--- config.mk ---
export PLATFORM = sky130hd
export DESIGN_NAME = onchip_mem_arbiter
export DESIGN_NICKNAME = d
export VERILOG_FILES = /design/src/rtl/onchip_mem_arbiter.sv
export SDC_FILE = /design/constraint.sdc
export NUM_CORES = 1
export LEC_CHECK = 0
export CAP_MARGIN = 10
export CORE_AREA = 2 2 97 99
export CTS_CLUSTER_SIZE = 8
export DETAILED_ROUTE_END_ITERATION = 7
export DIE_AREA = 0 0 99 101
export PLACE_DENSITY = 0.8
export RECOVER_POWER = 50
export SLEW_MARGIN = 20
export SYNTH_ARGS = -nofsm -noshare
export SYNTH_HDL_FRONTEND = slang
export SYNTH_SLANG_ARGS = --single-unit
--- constraint.sdc ---
create_clock -name clk -period 3.4 [get_ports clk]
set_input_delay 0.68 -clock clk [delete_from_list [all_inputs] [get_ports clk]]
set_output_delay 0.68 -clock clk [all_outputs]
set_load 0.1 [all_outputs]
--- src/rtl/onchip_mem_arbiter.sv ---
// Two-master round-robin arbiter and access sequencer for a single-port
// on-chip RAM with a registered address and an unregistered q output.
// Grants at most one access per cycle and returns read data two cycles
// after acceptance, with a valid strobe only to the master that issued the read.
module onchip_mem_arbiter #(
    parameter int ADDR_W = 11,
    parameter int DATA_W = 32
) (
    input  logic                clk,
    input  logic                reset,

    input  logic [ADDR_W-1:0]   m0_address,
    input  logic [DATA_W/8-1:0] m0_byteenable,
    input  logic                m0_read,
    input  logic                m0_write,
    input  logic [DATA_W-1:0]   m0_writedata,
    output logic                m0_waitrequest,
    output logic [DATA_W-1:0]   m0_readdata,
    output logic                m0_readdatavalid,

    input  logic [ADDR_W-1:0]   m1_address,
    input  logic [DATA_W/8-1:0] m1_byteenable,
    input  logic                m1_read,
    input  logic                m1_write,
    input  logic [DATA_W-1:0]   m1_writedata,
    output logic                m1_waitrequest,
    output logic [DATA_W-1:0]   m1_readdata,
    output logic                m1_readdatavalid,

    output logic [ADDR_W-1:0]   mem_address,
    output logic [DATA_W/8-1:0] mem_byteenable,
    output logic                mem_chipselect,
    output logic                mem_write,
    output logic [DATA_W-1:0]   mem_writedata,
    output logic                mem_clken,
    input  logic [DATA_W-1:0]   mem_readdata
);

    localparam int BE_W = DATA_W / 8;

    logic              req0;
    logic              req1;
    logic              grant0;
    logic              grant1;
    logic              rd_go;

    // last_grant = 1 means m1 was served most recently, so m0 wins next contention
    logic              last_grant_q, last_grant_d;
    logic              s1_vld_q, s1_vld_d;
    logic              s1_id_q, s1_id_d;
    logic              s2_vld_q, s2_vld_d;
    logic              s2_id_q, s2_id_d;
    logic [DATA_W-1:0] rdata_q, rdata_d;

    assign req0 = m0_read | m0_write;
    assign req1 = m1_read | m1_write;

    // Round-robin grant; reset suppresses every grant so nothing reaches the RAM
    always_comb begin
        grant0 = 1'b0;
        grant1 = 1'b0;
        if (!reset) begin
            if (req0 && req1) begin
                grant0 = last_grant_q;
                grant1 = ~last_grant_q;
            end else begin
                grant0 = req0;
                grant1 = req1;
            end
        end
    end

    assign m0_waitrequest = req0 & ~grant0;
    assign m1_waitrequest = req1 & ~grant1;

    // RAM drive muxed from the granted master; write wins over read when both are set
    always_comb begin
        mem_address    = m0_address;
        mem_writedata  = m0_writedata;
        mem_byteenable = m0_byteenable;
        mem_chipselect = grant0 | grant1;
        mem_write      = 1'b0;
        rd_go          = 1'b0;
        if (grant1) begin
            mem_address    = m1_address;
            mem_writedata  = m1_writedata;
            mem_write      = m1_write;
            mem_byteenable = m1_write ? m1_byteenable : {BE_W{1'b1}};
            rd_go          = m1_read & ~m1_write;
        end else if (grant0) begin
            mem_write      = m0_write;
            mem_byteenable = m0_write ? m0_byteenable : {BE_W{1'b1}};
            rd_go          = m0_read & ~m0_write;
        end
    end

    assign mem_clken = 1'b1;

    // Next-state for grant history and the two-stage read tracking pipeline
    always_comb begin
        last_grant_d = last_grant_q;
        if (grant1) begin
            last_grant_d = 1'b1;
        end else if (grant0) begin
            last_grant_d = 1'b0;
        end
        s1_vld_d = rd_go;
        s1_id_d  = grant1;
        s2_vld_d = s1_vld_q;
        s2_id_d  = s1_id_q;
        // RAM q is valid the cycle after the accept, i.e. while stage 1 holds the read
        rdata_d  = s1_vld_q ? mem_readdata : rdata_q;
    end

    // State registers; reset discards any reads still in flight
    always_ff @(posedge clk) begin
        if (reset) begin
            last_grant_q <= 1'b1;
            s1_vld_q     <= 1'b0;
            s1_id_q      <= 1'b0;
            s2_vld_q     <= 1'b0;
            s2_id_q      <= 1'b0;
            rdata_q      <= '0;
        end else begin
            last_grant_q <= last_grant_d;
            s1_vld_q     <= s1_vld_d;
            s1_id_q      <= s1_id_d;
            s2_vld_q     <= s2_vld_d;
            s2_id_q      <= s2_id_d;
            rdata_q      <= rdata_d;
        end
    end

    assign m0_readdata      = rdata_q;
    assign m1_readdata      = rdata_q;
    assign m0_readdatavalid = s2_vld_q & ~s2_id_q;
    assign m1_readdatavalid = s2_vld_q & s2_id_q;

endmodule

## Yosys cells after proc, flatten, opt, wreduce, memory -nomap -nowiden

Cells that the tools add are included.

| storage, ports and cells | value |
|---|---|
| output and inout port bits | 118 |
| bits of input ports | 132 |
| word-level logic and storage cells | 37 |
| flip-flop bits (word level) | 37 |

| operators by class | value |
|---|---|
| bitwise logic cells | 15 |
| mux-type cells | 14 |
| reduce and logical (&&, ||, !) cells | 2 |

Operators by type and width:

| operator | count |
|---|---|
| 2-to-1 mux 32 bit | 1 |
| 2-to-1 mux 4 bit | 4 |
| 2-to-1 mux 11 bit | 1 |
| 2-to-1 mux 1 bit | 8 |
| AND 1 bit | 6 |
| inverter 1 bit | 6 |
| bitwise OR 1 bit | 3 |
| OR reduction 2 bit | 1 |
| logical AND 1 bit | 1 |

## Depth between registers and ports, before layout

Gate-level depths: netlist of run 1.

| logic depth | value |
|---|---|
| depth after elaboration | 6 |
| depth in mapped cells | 5 |
| depth with buffers taken out | 3 |

## Worst setup path before layout of run 1

Ideal clock, no wire load.

| timing | value |
|---|---|
| path type | input to output |
| from | in reset |
| to | out mem_write |
| path buffers | 2 |
| arrival | 3.285 ns |
| path slack | -0.565 ns |
| data required time | 2.720 ns |
| stages | 3 |
| cells stage by stage | clkbuf_1 > clkbuf_1 > a211oi_1 |

| on the way | value |
|---|---|
| word-level cells in the longest chain between the ends | 3 |
| elaborated cells between the ends (all ways) | 4 |
| classes of those cells | mux (4) |

Ends and longest elaborated chain:

| item | RTL line | RTL |
|---|---|---|
| from (decl) | 10 | `input logic reset,` |
| 2-to-1 mux 1 bit | 62 | `if (!reset) begin` |
| 2-to-1 mux 1 bit | 90 | `end else if (grant0) begin` |
| 2-to-1 mux 1 bit * | 84 | `if (grant1) begin` |
| to (decl) | 33 | `output logic mem_write,` |

Mark *: on every way between the ends. The rest lies on a longest branch, timed or not.

## Worst setup path after layout of run 1

| timing | value |
|---|---|
| from | in m1_write |
| to | out mem_writedata[25] |

| on the way | value |
|---|---|
| word-level cells in the longest chain between the ends | 5 |

Ends and longest elaborated chain:

| item | RTL line | RTL |
|---|---|---|
| from (decl) | 24 | `input logic m1_write,` |
| bitwise OR 1 bit * | 56 | `assign req1 = m1_read \| m1_write;` |
| logical AND 1 bit | 63 | `if (req0 && req1) begin` |
| 2-to-1 mux 1 bit * | 63 |  |
| 2-to-1 mux 1 bit * | 62 |  |
| 2-to-1 mux 32 bit * | 84 |  |
| to (decl) | 34 | `output logic [DATA_W-1:0] mem_writedata,` |

Marked as above.

==> results of run 1 <==
## worst max path at each step
stage	from	end	slack, ns	cells after the start
finish	m1_write	mem_writedata[25]	0.24	6
global route	reset	mem_byteenable[3]	0.15	5
CTS	m1_write	mem_writedata[25]	0.23	6
detailed placement	m0_write	mem_writedata[25]	0.23	6
global placement	m0_write	mem_writedata[23]	0.27	6
floorplan	reset	mem_chipselect	0.18	3
## worst max-delay path: cells and delay by family
kind          cells  cell delay, ns
mux               1            0.41
simple gates      2            0.33
buf+inv           3            1.04
## report_power, final
group	internal [W]	total, W	switching (W)
clock	0.000160	0.000302	0.000142
sequential	0.000459	0.000491	0.0000320
combinational	0.000463	0.00133	0.000863
## per-layer routing
layer	share of wire [%]	GRT usage, %	vias up
met5	0	0	-
met4	2.2	5.80	0
met3	10	5.41	12
met2	56	33.0	152
met1	32	15.5	1070
li1	-	-	1139
## cells in the final DEF, fill, tap and decap left out, types with 2 or more instances in the layout
cell	netlist	final
clkdlybuf4s50_1	0	156
buf_12	0	52
mux2_2	41	41
nor2_1	36	36
dfxtp_1	37	36
mux2i_1	32	32
dlygate4sd3_1	0	25
clkbuf_1	6	16
clkbuf_8	0	6
o22a_1	5	5
a21oi_1	3	3
nor2b_1	3	3
mux2_1	2	2
nand2b_1	2	2
nand2_1	2	2
## state kept, by name, summed over array words and instances (netlist names)
| register | flops |
|---|---|
| last_grant_q | 1 |
| m0_readdata | 32 |
| s1_id_q | 1 |
| s1_vld_q | 1 |
| s2_vld_q | 1 |
| s2_id_q | 1 |
## per-stage QoR
step | hold WS [ns] | total power, W | setup slack, ns
2_1_floorplan | 0.414 | 0.00138 | 0.177
3_3_place_gp | 0.421 | 0.00184 | 0.268
3_5_place_dp | 0.427 | 0.00185 | 0.230
4_1_cts | 0.445 | 0.00216 | 0.229
5_1_grt | 0.474 | 0.00220 | 0.154
6_report | 0.444 | 0.00212 | 0.241
## area by class of cell
cell class	count	area, µm²	share of cell area, %
tap	111	139	2.76
multi-input combinational	137	1130	22.5
sequential	37	742	14.8
timing repair buffer	250	2920	58.1
clock inverter	1	7.51	0.149
clock buffer	6	82.6	1.64
## logic make-up (layout without fill, tap and decap cells)
family	Yosys count	in the layout	share of synthesized area (%)
buffers and inverters	47	257	15.2
AND/OR/NAND/NOR	47	47	9.60
flip-flops	37	37	33.6
other	1	1	0.170
multiplexers	75	75	36.5
AO/OA/AOI/OAI	14	14	4.88
==> run summary, run 1 <==
Critical Path Sink Type: output port
Clk_skew: 0.00409 ns
Final setup violation count: 0
Core Util, Final: 56.0%
# port buffers: 248
RSZ-0062 raised after global routing: false
Final Max Tran Viols: 0
Cell Rows: 35
Die area: 10000 µm²
Fmax: 317 MHz
Routed Antenna Nets: 0
Top cells by area, synth: dfxtp_1, mux2_2, mux2i_1
Design area: 5020 µm²
Largest net degree at the start of global routing: 46
R2R Setup Slk: 1.90 ns
Leakage power: 2.00 nW
Hold Path Class: register to register
Initial antenna violation count: 0
Routed wire length: 8630 µm
Critical Path Most Common Cell: buf_12
Vias in the first global route: 2487
TNS Setup: 0 ns
Final GP Congestion: 0.846
Hold Path Depth: 1
CTS max path bufs: 2
Top_reg_cell synth: dfxtp_1
Worst EP required: 2.72 ns
Synth top cells by count: mux2_2, dfxtp_1, nor2_1
Die width: 99 µm
Crit-path max FO: 45
Worst-path cell chain: clkdlybuf4s50_1 -> nor2_2 -> nor3_4 -> buf_12 -> mux2_2 -> buf_12
Mean Syn Cell Area: 9.97 µm²
Fin crit share: 92.9%
Fin nets: 563
Cell Area, Placed: 4990 µm²
Layout cells sized above 1: 24.6%
R2R depth: 2
Clock Pin Slew Worst Setup and Hold Paths: 0.07 ns
Hpwl dp: 7520 µm
Number of CTS-inserted buffers: 5
Post-CTS Setup Repair Bufs: 0
Ports: 250
Core area: 8980 µm²
Initial DRC Count: 52
Syn nets: 353
Peak supply drop: 181 µV
Global Route Usage Sum: 16.5%
CTS Root Cell: clkbuf_8
Global-route wire length before repair: 12800 µm
CTS tree: built
Synth cell types: 26
Max-Cap Viols: 0
Ys async rst share: 0%
Clk Latency, worst-skew pair: 0.28 ns
DR WL/cell: 15.9 µm
Number of synthesized flops with an enable pin: 0
Slowest stage cell, crit path: clkdlybuf4s50_1
Crit path time final: 3.16 ns
Ys Warns: 0
Startpoint types: primary input
CP max stage delay: 0.60 ns
PwrDens: 422 nW/µm²
Residual DRC: 0
Area grow syn2layout: 128%
Seq/Total Area, Yosys: 33.6%
Reg2reg start: s1_vld_q
GR Overflow Total: 0
Rel. slew slack: 19.9%
FF-to-FF End: m0_readdata[16]
Placed Cells incl. Taps: 535
H-tree levels: 2
Kind of critical path: primary input to output port
Worst-Margin Slew: 1.21 ns
Mapped Cells: 221
Post_cts resized: 0
Crit path DAT: 2.48 ns
Mapped Area: 2200 µm²
Area leader, netlist: dfxtp_1
Hold Vio Cnt, Final: 0
Fillers: 771
Starting Density: 24.5%
Pre-antenna DRT Iters: 4
Count leader, synth: mux2_2
Vias: 2373
Post-synthesis register bit count: 37
Die height: 101 µm
Antenna diode count: 0
Hold buffers post-CTS: 0
Layout Cells excl Fill: 542
WHS Endpoint: s2_id_q
Hold Startpoint: s1_id_q
CTS Sinks: 37
Top cell type's share of synthesized area: 33.6%
Status: finished, final reports clean
Vias per inst: 4.38
Note: power is estimated with default switching activity, not from simulation.
==> run 2: changes to the inputs <==
--- a/config.mk
+++ b/config.mk
@@ -5,12 +5,13 @@
 export SDC_FILE = /design/constraint.sdc
 export NUM_CORES = 1
 export LEC_CHECK = 0
-export CAP_MARGIN = 10
-export CORE_AREA = 2 2 97 99
+export CORE_AREA = 2 2 98 100
 export CTS_CLUSTER_SIZE = 8
 export DETAILED_ROUTE_END_ITERATION = 7
-export DIE_AREA = 0 0 99 101
-export PLACE_DENSITY = 0.8
+export DIE_AREA = 0 0 100 102
+export DONT_BUFFER_PORTS = 1
+export GPL_TIMING_DRIVEN = 0
+export PLACE_DENSITY = 0.43
 export RECOVER_POWER = 50
 export SLEW_MARGIN = 20
 export SYNTH_ARGS = -nofsm -noshare
==> run summary, run 2 (same netlist as run 1, synthesis figures left out) <==
Status: finished with violations
Failing checks: max-capacitance violations, max-slew violations
Leakage power: 0.940 nW
Sw frac: 54.6%
Fmax: 328 MHz
Layout cells sized above 1: 38.4%
Dpl ws: 0.303 ns
Number of CTS-inserted buffers: 5
Initial antenna violation count: 2
CTS Sinks: 37
Hpwl dp: 5350 µm
H-tree levels: 2
Cell Rows: 35
Number of flip-flops in the largest register: 32
Hold buffers post-CTS: 0
Fin crit share: 89.7%
Fillers: 990
Initial DRC Count: 25
Clk_skew: 0.00597 ns
Post-CTS Setup Repair Bufs: 0
Post_cts resized: 0
Clock Pin Slew Worst Setup and Hold Paths: 0.08 ns
Routed Antenna Nets: 0
Crit-path max FO: 10
Core Util, Final: 27.0%
Int Pwr: 0.000815 W
Residual DRC: 0
# port buffers: 0
Worst-path cell chain: clkbuf_1 -> nor3_4 -> buf_6 -> mux2_1
TNS Setup: 0 ns
Sequential share of power: 35.1%
PwrDens: 730 nW/µm²
CTS tree: built
Die width: 100 µm
Post-route setup slack: 0.349 ns
Rel. slew slack: -26.1%
Routed wire length: 6260 µm
Sw Pwr: 0.000982 W
Crit path DAT: 2.37 ns
Pre-antenna DRT Iters: 3
Comb pwr share: 42.8%
Startpoint types: primary input
Ports: 250
Placed Cells incl. Taps: 332
Critical Path Sink Type: output port
Clk Latency, worst-skew pair: 0.28 ns
Hold WS: 0.439 ns
RSZ-0062 raised after global routing: false
CP max stage delay: 0.74 ns
Peak supply drop: 301 µV
Hold Startpoint: s1_id_q
Crit path time final: 3.05 ns
Fin nets: 360
Core area: 9110 µm²
Largest net degree at the start of global routing: 13
Die height: 102 µm
Vias in the first global route: 1426
GR Overflow Total: 0
Final GP Congestion: 0.855
DR WL/cell: 18.3 µm
Area grow syn2layout: 11.7%
Slowest stage cell, crit path: mux2_1
Layout Cells excl Fill: 342
Die area: 10200 µm²
Max-Cap Viols: 1
R2R Setup Slk: 1.77 ns
CTS Root Cell: clkbuf_8
CTS max path bufs: 2
Final setup violation count: 0
Final Max Tran Viols: 1
Hold Path Class: register to register
Clock power share: 22.0%
Worst-Margin Slew: 1.89 ns
Vias: 1582
CP Launch Point: reset
Hold Vio Cnt, Final: 0
Reg2reg start: s1_vld_q
Global-route wire length before repair: 8020 µm
Starting Density: 24.2%
Vias per inst: 4.63
Global Route Usage Sum: 10.6%
Kind of critical path: primary input to output port
Commonest non-fill, non-tap cell in the layout: mux2_2
Worst EP required: 2.72 ns
Most frequent cells in the layout: mux2_2, dfxtp_1, nor2_1
-- run 2: changes by cell type in the layout (fill, tap and decap cells not counted), moves of 2 or more --
cell / delta
buf_12: -52
buf_6: +4
diode_2: +2
dlygate4sd3_1: -25
clkdlybuf4s50_1: -156
buf_4: +26
clkbuf_1: -2
-- run 2: per-layer routing --
metal	global-route usage, %	part of all wire (%)	vias up
met4	5.58	3.5	0
met5	0	0	-
met1	11.5	37	705
met3	2.87	9.4	10
met2	18.9	51	135
li1	-	-	732
-- run 2: worst max-delay path, delay by kind of cell --
family,cells,cell delay [ns]
buffers and inverters,2,0.40
AND/OR/NAND/NOR,1,0.54
multiplexers,1,0.74
-- run 2: layout make-up --
type                            instances  area (µm²)  area share, %
Tap cell                              111         139           5.64
Sequential cell                        37         741           30.1
Buffer                                 47         310           12.6
Clock inverter                          2        37.5           1.53
Antenna cell                            2        5.00          0.203
Multi-Input combinational cell        137        1150           46.6
Clock buffer                            6        82.6           3.36
-- run 2: worst paths after layout --
path,depth (start not counted),endpoint
max,4,mem_writedata[9]
min,1,s2_id_q
max reg2reg,4,m0_readdata[18]
min reg2reg,1,s2_id_q
-- run 2: power by group through the flow --
stage	clock network [W]	logic, W	registers [W]
6_report	0.000396	0.000770	0.000631
2_1_floorplan	0	0.000741	0.000636
3_5_place_dp	0	0.000777	0.000642
4_1_cts	0.000419	0.000778	0.000632
3_3_place_gp	0	0.000776	0.000642
5_1_grt	0.000434	0.000789	0.000635
-- run 2: through the flow --
stage / cell area [µm²] / total power, W
final: 2460 / 0.00180
after global routing: 2460 / 0.00186
after CTS: 2480 / 0.00183
after detailed placement: 2360 / 0.00142
after global placement: 2350 / 0.00142
after floorplan: 2210 / 0.00138
